File: src/rtl/prng_trivium_bank.sv
// Bank of Trivium keystream generators, 64 steps per cycle per instance.
// Optional rekey request counter enabled by defining PRNG_REKEY_REQ_EN.
module prng_trivium_bank #(
  parameter int RND        = 64,
  parameter int REKEY_LOG2 = 20
) (
  input  logic           clk,
  input  logic           nrst,
  input  logic           start_reseed,
  input  logic [79:0]    seed,
  input  logic           en,
  output logic [RND-1:0] rnd_out,
  output logic           out_valid,
  output logic           reseed_req
);

  localparam int NINST = (RND + 63) / 64;
  localparam int KW    = 64 * NINST;

  typedef enum logic [1:0] {
    IDLE,
    WARMUP,
    RUN
  } state_t;

  state_t        st;
  state_t        st_nxt;
  logic [4:0]    wcnt;
  logic          load;
  logic          adv;
  logic          cap;
  logic [KW-1:0] ks;

  always_ff @(posedge clk or negedge nrst) begin
    if (!nrst) begin
      st <= IDLE;
    end else begin
      st <= st_nxt;
    end
  end

  always_comb begin
    st_nxt = st;
    unique case (1'b1)
      start_reseed: st_nxt = WARMUP;
      !start_reseed && (st == WARMUP) && (wcnt == 5'd17):
        st_nxt = RUN;
      default: ;
    endcase
  end

  // Reseed overrides both warm-up and keystream output at the same edge
  always_comb begin
    load = start_reseed;
    adv  = !start_reseed &&
           ((st == WARMUP) || ((st == RUN) && en));
    cap  = !start_reseed && (st == RUN) && en;
  end

  always_ff @(posedge clk or negedge nrst) begin
    if (!nrst) begin
      wcnt <= '0;
    end else if (load) begin
      wcnt <= '0;
    end else if (st == WARMUP) begin
      wcnt <= wcnt + 5'd1;
    end
  end

  for (genvar i = 0; i < NINST; i++) begin : g_inst
    logic [287:0] s_q;
    logic [287:0] s_c;
    logic [63:0]  z_c;
    logic         t1;
    logic         t2;
    logic         t3;

    always_comb begin
      s_c = s_q;
      z_c = '0;
      t1  = 1'b0;
      t2  = 1'b0;
      t3  = 1'b0;
      for (int k = 0; k < 64; k++) begin
        t1     = s_c[65] ^ s_c[92];
        t2     = s_c[161] ^ s_c[176];
        t3     = s_c[242] ^ s_c[287];
        z_c[k] = t1 ^ t2 ^ t3;
        t1     = t1 ^ (s_c[90] & s_c[91]) ^ s_c[170];
        t2     = t2 ^ (s_c[174] & s_c[175]) ^ s_c[263];
        t3     = t3 ^ (s_c[285] & s_c[286]) ^ s_c[68];
        s_c    = {s_c[286:177], t2, s_c[175:93], t1,
                  s_c[91:0], t3};
      end
    end

    always_ff @(posedge clk or negedge nrst) begin
      if (!nrst) begin
        s_q <= '0;
      end else if (load) begin
        s_q <= {3'b111, 112'd0, 80'(i), 13'd0, seed};
      end else if (adv) begin
        s_q <= s_c;
      end
    end

    assign ks[64*i +: 64] = z_c;
  end

  always_ff @(posedge clk or negedge nrst) begin
    if (!nrst) begin
      rnd_out   <= '0;
      out_valid <= 1'b0;
    end else if (load) begin
      out_valid <= 1'b0;
    end else if (cap) begin
      rnd_out   <= ks[RND-1:0];
      out_valid <= 1'b1;
    end
  end

`ifdef PRNG_REKEY_REQ_EN
  logic [REKEY_LOG2-1:0] rk_cnt;

  always_ff @(posedge clk or negedge nrst) begin
    if (!nrst) begin
      rk_cnt     <= '0;
      reseed_req <= 1'b0;
    end else if (load) begin
      rk_cnt     <= '0;
      reseed_req <= 1'b0;
    end else if (cap) begin
      rk_cnt <= rk_cnt + REKEY_LOG2'(1);
      if (&rk_cnt) begin
        reseed_req <= 1'b1;
      end
    end
  end
`else
  assign reseed_req = (REKEY_LOG2 < 0);
`endif

endmodule
File: config.mk
export PLATFORM = sky130hd
export DESIGN_NAME = prng_trivium_bank
export DESIGN_NICKNAME = d
export VERILOG_FILES = /design/src/rtl/prng_trivium_bank.sv
export SDC_FILE = /design/constraint.sdc
export NUM_CORES = 1
export LEC_CHECK = 0
export CAP_MARGIN = 20
export CELL_PAD_IN_SITES_DETAIL_PLACEMENT = 1
export CELL_PAD_IN_SITES_GLOBAL_PLACEMENT = 2
export CORE_UTILIZATION = 42
export CTS_CLUSTER_DIAMETER = 100
export CTS_CLUSTER_SIZE = 14
export DETAILED_ROUTE_END_ITERATION = 16
export PLACE_DENSITY = 0.78
export SYNTH_ARGS = -nofsm -noshare
export SYNTH_HDL_FRONTEND = slang
export SYNTH_SLANG_ARGS = --single-unit
File: constraint.sdc
create_clock -name clk -period 2.4 [get_ports clk]
set_clock_uncertainty 0.05 [all_clocks]
set_input_delay 0.36 -clock clk [delete_from_list [all_inputs] [get_ports clk]]
set_output_delay 0.36 -clock clk [all_outputs]
set_load 0.03 [all_outputs]
## Word-level counts from Yosys, hierarchy flattened

Index checks and enable logic that the tools add are counted.

| word-level totals | value |
|---|---|
| register bits after elaboration | 360 |
| bits of input ports | 84 |
| output and inout bits | 66 |
| word-level logic and storage cells | 926 |

| operators by class | value |
|---|---|
| $add $sub $neg | 1 |
| equal/unequal tests | 3 |
| multiplexer cells | 7 |
| bitwise operators | 897 |
| reduce and logical (&&, ||, !) cells | 13 |

Operator list:

| kind | count |
|---|---|
| 1-bit bitwise XOR | 704 |
| 288-bit two-way mux | 2 |
| 1-bit AND | 192 |
| 5-bit two-way mux | 2 |
| 2-bit nonzero test | 4 |
| 1-bit logical AND | 6 |
| 5-bit by 1-bit adder with 5-bit output (second input constant) | 1 |
| 5-bit equality test (second input constant) | 1 |
| 2-bit case mux with 2 select lines | 1 |
| 2-bit by 1-bit equality test with 1-bit output (second input constant) | 1 |
| 2-bit equality test (second input constant) | 1 |
| 1-bit two-way mux | 2 |
| 2-bit AND reduction | 1 |
| 1-bit zero test | 1 |
| 1-bit logical OR | 1 |
| 1-bit inverter | 1 |

## Longest topological paths before layout

Gate-level depths: netlist of run 1.

| depth | value |
|---|---|
| depth in word-level cells | 6 |
| mapped depth | 7 |
| depth with buffers taken out | 5 |

## Worst setup path before layout of run 1

OpenSTA, ideal clock, no wires.

| timing | value |
|---|---|
| path type | register -> register |
| from | register st[0] |
| to | register rnd_out[10] |
| library setup time | 0.125 ns |
| arrival | 1.601 ns |
| required time | 2.225 ns |
| setup slack | 0.624 ns |
| stages on the path, launching flop included | 6 |
| path buffers | 2 |
| clock period less this slack | 1.776 ns |
| cell sequence | dfrtp_1 and3b_1 nor2b_1 clkbuf_1 buf_2 mux2_2 |

| on the way | value |
|---|---|
| longest elaborated chain between the ends | 4 |

Ends and longest elaborated chain:

| item | RTL line | source |
|---|---|---|
| start: declaration | 26 | `state_t st;` |
| start signal: assignment | 38 | `st <= st_nxt;` |
| 2-bit equality test | 57 | `cap = !start_reseed && (st == RUN) && en;` |
| 1-bit logical AND (2 in a row) | 57 |  |
| 2-bit AND reduction (no source line) | -- |  |
| end signal: assignment | 117 | `rnd_out <= ks[RND-1:0];` |
| end: declaration | 12 | `output logic [RND-1:0] rnd_out,` |

No other way between the ends.
A chain may end at the register's enable or synchronous reset.

## Worst setup path in the final report of run 1

| timing | value |
|---|---|
| from | register g_inst[0].s_q[229] |
| to | register rnd_out[13] |

| on the way | value |
|---|---|
| longest elaborated chain between the ends | 2 |

Ends and longest elaborated chain:

| item | RTL line | source |
|---|---|---|
| start: declaration | 71 | `logic [287:0] s_q;` |
| start signal: assignment | 101 | `s_q <= {3'b111, 112'd0, 80'(i), 13'd0, seed};` |
| 1-bit bitwise XOR | 87 | `t3 = s_c[242] ^ s_c[287];` |
| 1-bit bitwise XOR | 88 | `z_c[k] = t1 ^ t2 ^ t3;` |

No other way between the ends.

==> flow_metrics.py, run 1 <==
metrics = {
    "power": {
        "clockPowerShare": 0.112,
        "cellPowerDensity_nw_per_um2": 1520,
        "leakage_uw": 0.0131,
        "power.net_switching_uw": 15900,
        "power_switching_share": 0.398,
        "vdd_drop_max_mv": 0.718,
        "pwr-share-seq": 0.298,
        "combPwrFrac": 0.590,
        "p_int_uw": 24100,
    },
    "drt": {
        "dr_total_vias": 15600,
        "drt-vias-per-instance": 5.97,
        "wl_per_cell_um": 33.8,
        "dr.pass1.iters": 6,
        "drc_errors": 0,
        "drt-initial-drc-count": 1694,
        "ant_nets": 0,
        "drt_wl_total_mm": 88.4,
    },
    "sta": {
        "grt_setup_unrepaired": "false",
        "hold_viol": 0,
        "slew_violations": 0,
        "slew_headroom": 0.484,
        "tightestPinTransition_ps": 774,
        "fin_crit_ps": 2110,
        "finalSetupViolations": 0,
        "fmax_mhz": 475,
        "finalCritPeriodShare": 0.878,
        "hold_ws_ps": 251,
        "fin_setup_tns_ps": 0,
    },
    "finish": {
        "drive_gt1_frac": 0.149,
        "final_cell_area_um2": 26300,
        "nets": 2015,
        "syn_to_final_growth_pct": 15.4,
        "nFillCells": 5316,
        "n_antenna_cell": 0,
    },
    "floorplan": {
        "rows": 84,
        "die_y_um": 235,
        "die_w_um": 235,
        "die-area_um2": 55100,
        "io_pins": 150,
        "start_util": 0.429,
        "core_area_um2": 53100,
    },
    "synthesis": {
        "yosysTopAreaCell": "dfrtp_1",
        "synth_cells": 1813,
        "ys_seq_area_frac": 0.396,
        "synth_flop_cell": "dfrtp_1",
        "synth-warning-count": 0,
        "yosys.area.top_type_share": 0.396,
        "synth_most_common_cell": "dfrtp_1",
        "ys_ff_latch": 360,
        "synth.distinct_cells": 33,
        "syn-num-nets": 1899,
        "syn_area_per_cell_um2": 12.6,
        "netlist_area_um2": 22800,
        "netlist_top_cells_area": "dfrtp_1, xnor3_1, xnor2_1, mux2_2, o2bb2ai_1",
        "synth_async_sr_flop_share": 1.00,
        "synth_common_cells": "dfrtp_1, nand2_1, xnor3_1, xnor2_1, clkbuf_1",
        "synth_edf_count": 0,
    },
    "grt": {
        "grt.total_usage": 0.324,
        "grt_max_degree": 129,
        "grt_pass1_wl_mm": 127,
        "grt_pass1_vias": 16500,
        "grt-ovfl-total": 0,
        "antenna_found_initial": 1,
    },
    "cts": {
        "path_clk_slew_ps": 70,
        "cts_tree": "yes",
        "htree_levels": 1,
        "cts_buffers": 29,
        "insertion_delay_ps": 610,
        "cts_root_buf": "clkbuf_16",
        "cts_num_sinks": 360,
        "clock_path_buffers": 3,
    },
    "placement": {
        "place_congestion": 0.986,
        "dp_hpwl_mm": 68.3,
        "numPortBuffers": 148,
        "placed_area_um2": 25500,
    },
    "run": {
        "max-cap-violations": 0,
    },
    "setup_path": {
        "crit_path_start": "g_inst[0].s_q[229]$_DFFE_PN0P_",
        "worstSetupPathType": "register to register",
        "startpoint_type": "register",
        "cp.arrival_ps": 2540,
        "r2r-start": "g_inst[0].s_q[229]$_DFFE_PN0P_",
        "ff2ff_path_depth": 3,
        "end_kind": "register",
        "crit_path_max_fanout": 2,
        "cp.required_ps": 2840,
    },
    "worst_hold_path": {
        "hold_path.class": "input port to async pin",
    },
    "outcome": {
        "status": "finished, final reports clean",
    },
}
-- worst paths after layout --
path,to,slack [ps]
max in group asynchronous,rnd_out[28]$_DFFE_PN0P_,1260
hold / removal,rnd_out[19]$_DFFE_PN0P_,250
min in group clk,g_inst[0].s_q[5]$_DFFE_PN0P_,310
setup / recovery,rnd_out[13]$_DFFE_PN0P_,290
setup reg to reg,rnd_out[13]$_DFFE_PN0P_,290
hold reg to reg,g_inst[0].s_q[94]$_DFFE_PN0P_,440
-- sequential cells by signal, indices dropped and copies added (netlist names) --
register,count
g_inst.s_q,288
rnd_out,64
st,2
wcnt,5
out_valid,1
-- per-stage QoR --
step | setup slack, ps | util | total power [uW] | instances
4_1_cts | 309 | 0.495 | 39700 | 2617
3_3_place_gp | 92.2 | 0.480 | 34700 | 2584
2_1_floorplan | 624 | - | 26700 | 1813
3_5_place_dp | 74.8 | 0.480 | 35100 | 2584
5_1_grt | 275 | 0.495 | 41000 | 2617
6_report | 294 | 0.495 | 40000 | 2617
-- final cells by class --
cell class | count | area [um2] | area share
Clock inverter | 1 | 5.00 | 0.000191
Clock buffer | 30 | 729 | 0.0278
Sequential cell | 360 | 9010 | 0.343
Timing Repair Buffer | 275 | 2670 | 0.102
Tap cell | 688 | 861 | 0.0328
Inverter | 66 | 248 | 0.00944
Multi-Input combinational cell | 1197 | 12700 | 0.485
-- worst max-delay path, stage by stage (launching register included) --
cell     delay, ps
dfrtp_1        490
xnor2_1        630
xnor3_1        550
mux2_2         270
-- metal layers --
metal | global-route usage | up-vias | part of all wire | routed length [um]
li1 | - | 6432 | - | -
met1 | 0.456 | 8267 | 0.42 | 37300
met2 | 0.497 | 758 | 0.45 | 39600
met3 | 0.0544 | 157 | 0.083 | 7350
met4 | 0.135 | 2 | 0.046 | 4090
met5 | 0 | - | 0.00011 | 10
-- cell families after synthesis --
kind of cell               Yosys count  synth area share
xor gates and xnor gates           450             0.328
and+or+nand+nor                    368            0.0711
DFF                                360             0.396
muxes                              157            0.0768
buffers and inverters              256            0.0460
AOI/OAI and AO/OA                  219            0.0809
adders and majority gates            2           0.00110
other                                1          0.000165
-- power by group through the flow --
stage          logic [uW]  registers (uW)  clock network, uW
3_5_place_dp        23300           11800                  0
5_1_grt             24400           11900               4710
2_1_floorplan       17800            8840                  0
3_3_place_gp        22900           11800                  0
6_report            23600           11900               4460
4_1_cts             23400           11700               4510
-- layout by cell type, fill, tap and decap left out, drive strengths merged, types with 16 or more instances in the layout --
| cell type | netlist | routed |
|---|---|---|
| o2bb2ai | 128 | 128 |
| dfrtp | 360 | 360 |
| clkbuf | 138 | 30 |
| a21oi | 18 | 18 |
| o221ai | 64 | 64 |
| mux2i | 16 | 16 |
| mux2 | 141 | 141 |
| nor2b | 66 | 66 |
| inv | 66 | 66 |
| buf | 52 | 127 |
| nor2 | 19 | 19 |
| clkdlybuf4s50 | 0 | 146 |
| nand2 | 258 | 258 |
| xnor2 | 193 | 193 |
| nor4 | 16 | 16 |
| xnor3 | 256 | 256 |
-- repair_timing --
action,in CTS,in global routing
hold endpoints to repair,36,0
gates resized for setup,0,0
buffers inserted,0,0
setup endpoints to repair,0,0
hold buffers,2,0
No activity file was read; power rests on OpenSTA's default activity.
==> run 2: changes to the inputs <==
--- a/config.mk
+++ b/config.mk
@@ -13,6 +13,7 @@
 export CTS_CLUSTER_SIZE = 14
 export DETAILED_ROUTE_END_ITERATION = 16
 export PLACE_DENSITY = 0.78
+export REMOVE_ABC_BUFFERS = 1
 export SYNTH_ARGS = -nofsm -noshare
 export SYNTH_HDL_FRONTEND = slang
 export SYNTH_SLANG_ARGS = --single-unit
==> constraint.sdc (replaced) <==
create_clock -name clk -period 2.4 [get_ports clk]
set_clock_uncertainty 0.05 [all_clocks]
set_input_delay 0.36 -clock clk [delete_from_list [all_inputs] [get_ports clk]]
set_output_delay 0.36 -clock clk [all_outputs]
set_load 0.005 [all_outputs]
==> flow_metrics.py, run 2 (same netlist as run 1, synthesis figures left out) <==
metrics = {
    "floorplan": {
        "die-area_um2": 55100,
        "rows": 84,
        "die_w_um": 235,
        "die_y_um": 235,
        "io_pins": 150,
        "start_util": 0.429,
        "core_area_um2": 53100,
    },
    "drt": {
        "wl_per_cell_um": 32.2,
        "dr.pass1.iters": 4,
        "dr_total_vias": 15300,
        "drt-initial-drc-count": 1425,
        "drt-vias-per-instance": 5.91,
        "drt_wl_total_mm": 83.4,
        "ant_nets": 0,
        "drc_errors": 0,
    },
    "placement": {
        "dp_hpwl_mm": 62.9,
        "dpl_worst_slack_ps": -10.0,
        "place_inst": 2561,
        "place_congestion": 0.914,
        "numPortBuffers": 148,
    },
    "cts": {
        "cts_root_buf": "clkbuf_16",
        "insertion_delay_ps": 600,
        "htree_levels": 1,
        "hold_buffers": 1,
        "postCtsSetupRepairBufs": 0,
        "cts_resized": 0,
        "clock_path_buffers": 3,
        "path_clk_slew_ps": 70,
        "cts_buffers": 29,
        "cts_tree": "yes",
        "cts_num_sinks": 360,
    },
    "sta": {
        "tightestPinTransition_ps": 773,
        "fmax_mhz": 464,
        "hold_viol": 0,
        "hold_ws_ps": 142,
        "grt_setup_unrepaired": "false",
        "slew_violations": 0,
        "finalCritPeriodShare": 0.898,
        "worst_slack_ps": 245,
        "fin_crit_ps": 2160,
        "finalSetupViolations": 0,
        "slew_headroom": 0.484,
    },
    "worst_hold_path": {
        "hold_path.class": "input port to register",
    },
    "grt": {
        "grt.busiest_layer": "met2",
        "grtUsageMet3": 0.0593,
        "grt.total_usage": 0.306,
        "grt_max_degree": 103,
        "grt_pass1_vias": 16400,
        "met2_usage": 0.482,
        "grt-ovfl-total": 0,
        "antenna_found_initial": 5,
        "grt_pass1_wl_mm": 121,
        "grtUsageMet1": 0.416,
    },
    "finish": {
        "drive_gt1_frac": 0.139,
        "largest-register": "g_inst.s_q",
        "finalNonFillerCells": 2593,
        "layout_common_cells": "dfrtp_1, nand2_1, xnor3_1, xnor2_1, clkdlybuf4s50_1",
        "syn_to_final_growth_pct": 14.8,
        "largest_reg_flops": 288,
        "final_common_cell": "dfrtp_1",
        "top_regs": "g_inst.s_q x288, rnd_out x64, wcnt x5",
        "nets": 1991,
    },
    "setup_path": {
        "cp_common_cell": "buf_4",
        "cp_slowest_stage_delay_ps": 560,
        "critPathSlowestCell": "buf_4",
        "startpoint_type": "register",
        "path_delay_family": "buffers and inverters",
        "end_kind": "register",
        "path_buf_inv": 2,
        "crit_path_max_fanout": 48,
        "cp.required_ps": 2780,
        "cp.arrival_ps": 2530,
        "worstSetupPathType": "register to register",
        "path_cells": "and3b_1 > buf_4 > o21bai_4 > buf_4 > o221ai_1",
    },
    "power": {
        "leakage_uw": 0.0130,
        "power_switching_share": 0.387,
        "vdd_drop_max_mv": 0.797,
        "cellPowerDensity_nw_per_um2": 1500,
        "clockPowerShare": 0.116,
        "power.net_switching_uw": 15100,
        "combPwrFrac": 0.577,
        "p_int_uw": 24000,
        "pwr-share-seq": 0.307,
    },
    "outcome": {
        "status": "finished, final reports clean",
    },
    "run": {
        "max-cap-violations": 0,
    },
}
run 2: cell types whose count changed in the layout (fill, tap and decap cells not counted), sizes merged:
cell         before  now
clkinv            1    0
diode             0    1
bufinv            0    1
buf             127  104
clkbuf           30   29
dlygate4sd3       2    1
run 2: worst paths after layout:
kind                                                    start                             to  slack, ps  cells past startpoint
max in group asynchronous                                nrst              st[0]$_DFFE_PN0P_       1250                      3
min in group asynchronous                                nrst        rnd_out[33]$_DFFE_PN0P_        220                      2
worst max-delay path                        st[1]$_DFFE_PN0P_  g_inst[0].s_q[29]$_DFFE_PN0P_        240                      5
worst min-delay path                             start_reseed   g_inst[0].s_q[4]$_DFFE_PN0P_        140                      3
worst max register to register              st[1]$_DFFE_PN0P_  g_inst[0].s_q[29]$_DFFE_PN0P_        240                      5
worst min register to register  g_inst[0].s_q[96]$_DFFE_PN0P_  g_inst[0].s_q[96]$_DFFE_PN0P_        440                      1
run 2: worst register-to-register path: stages (launching register included):
cell and delay [ps]:
dfrtp_1 440, and3b_1 300, buf_4 200, o21bai_4 200
buf_4 560, o221ai_1 240
run 2: power by group through the flow:
stage          registers, uW  clock network (uW)  logic [uW]
6_report               12000                4550       22600
5_1_grt                12000                4780       23500
4_1_cts                11800                4610       22500
3_5_place_dp           11900                   0       22300
3_3_place_gp           11900                   0       21900
2_1_floorplan           9830                   0       16400
run 2: per-layer routing:
metal	vias up	share of wire	wire, um
li1	6399	-	-
met1	8036	0.41	34300
met2	706	0.46	38400
met3	170	0.080	6670
met4	6	0.047	3890
met5	-	0.00053	44
run 2: cell type report:
cell class | instances | area [um2]
fillers | 5331 | 27000
flip-flops and latches | 360 | 9010
multi-input cells | 1197 | 12700
inverters | 66 | 248
clock buffers | 29 | 726
well taps | 688 | 861
clock inverters | 1 | 30.0
repair buffers | 251 | 2510
diodes | 1 | 2.50
run 2: through the flow:
stage                     area, um2  power [uW]  setup TNS (ps)  utilization
final                         26100       39100               0        0.492
after global routing          26100       40300               0        0.492
after CTS                     26100       38900               0        0.492
after detailed placement      25300       34200           -10.0        0.478
after global placement        25300       33800               0        0.478
after floorplan               22000       26300        -1253560            -
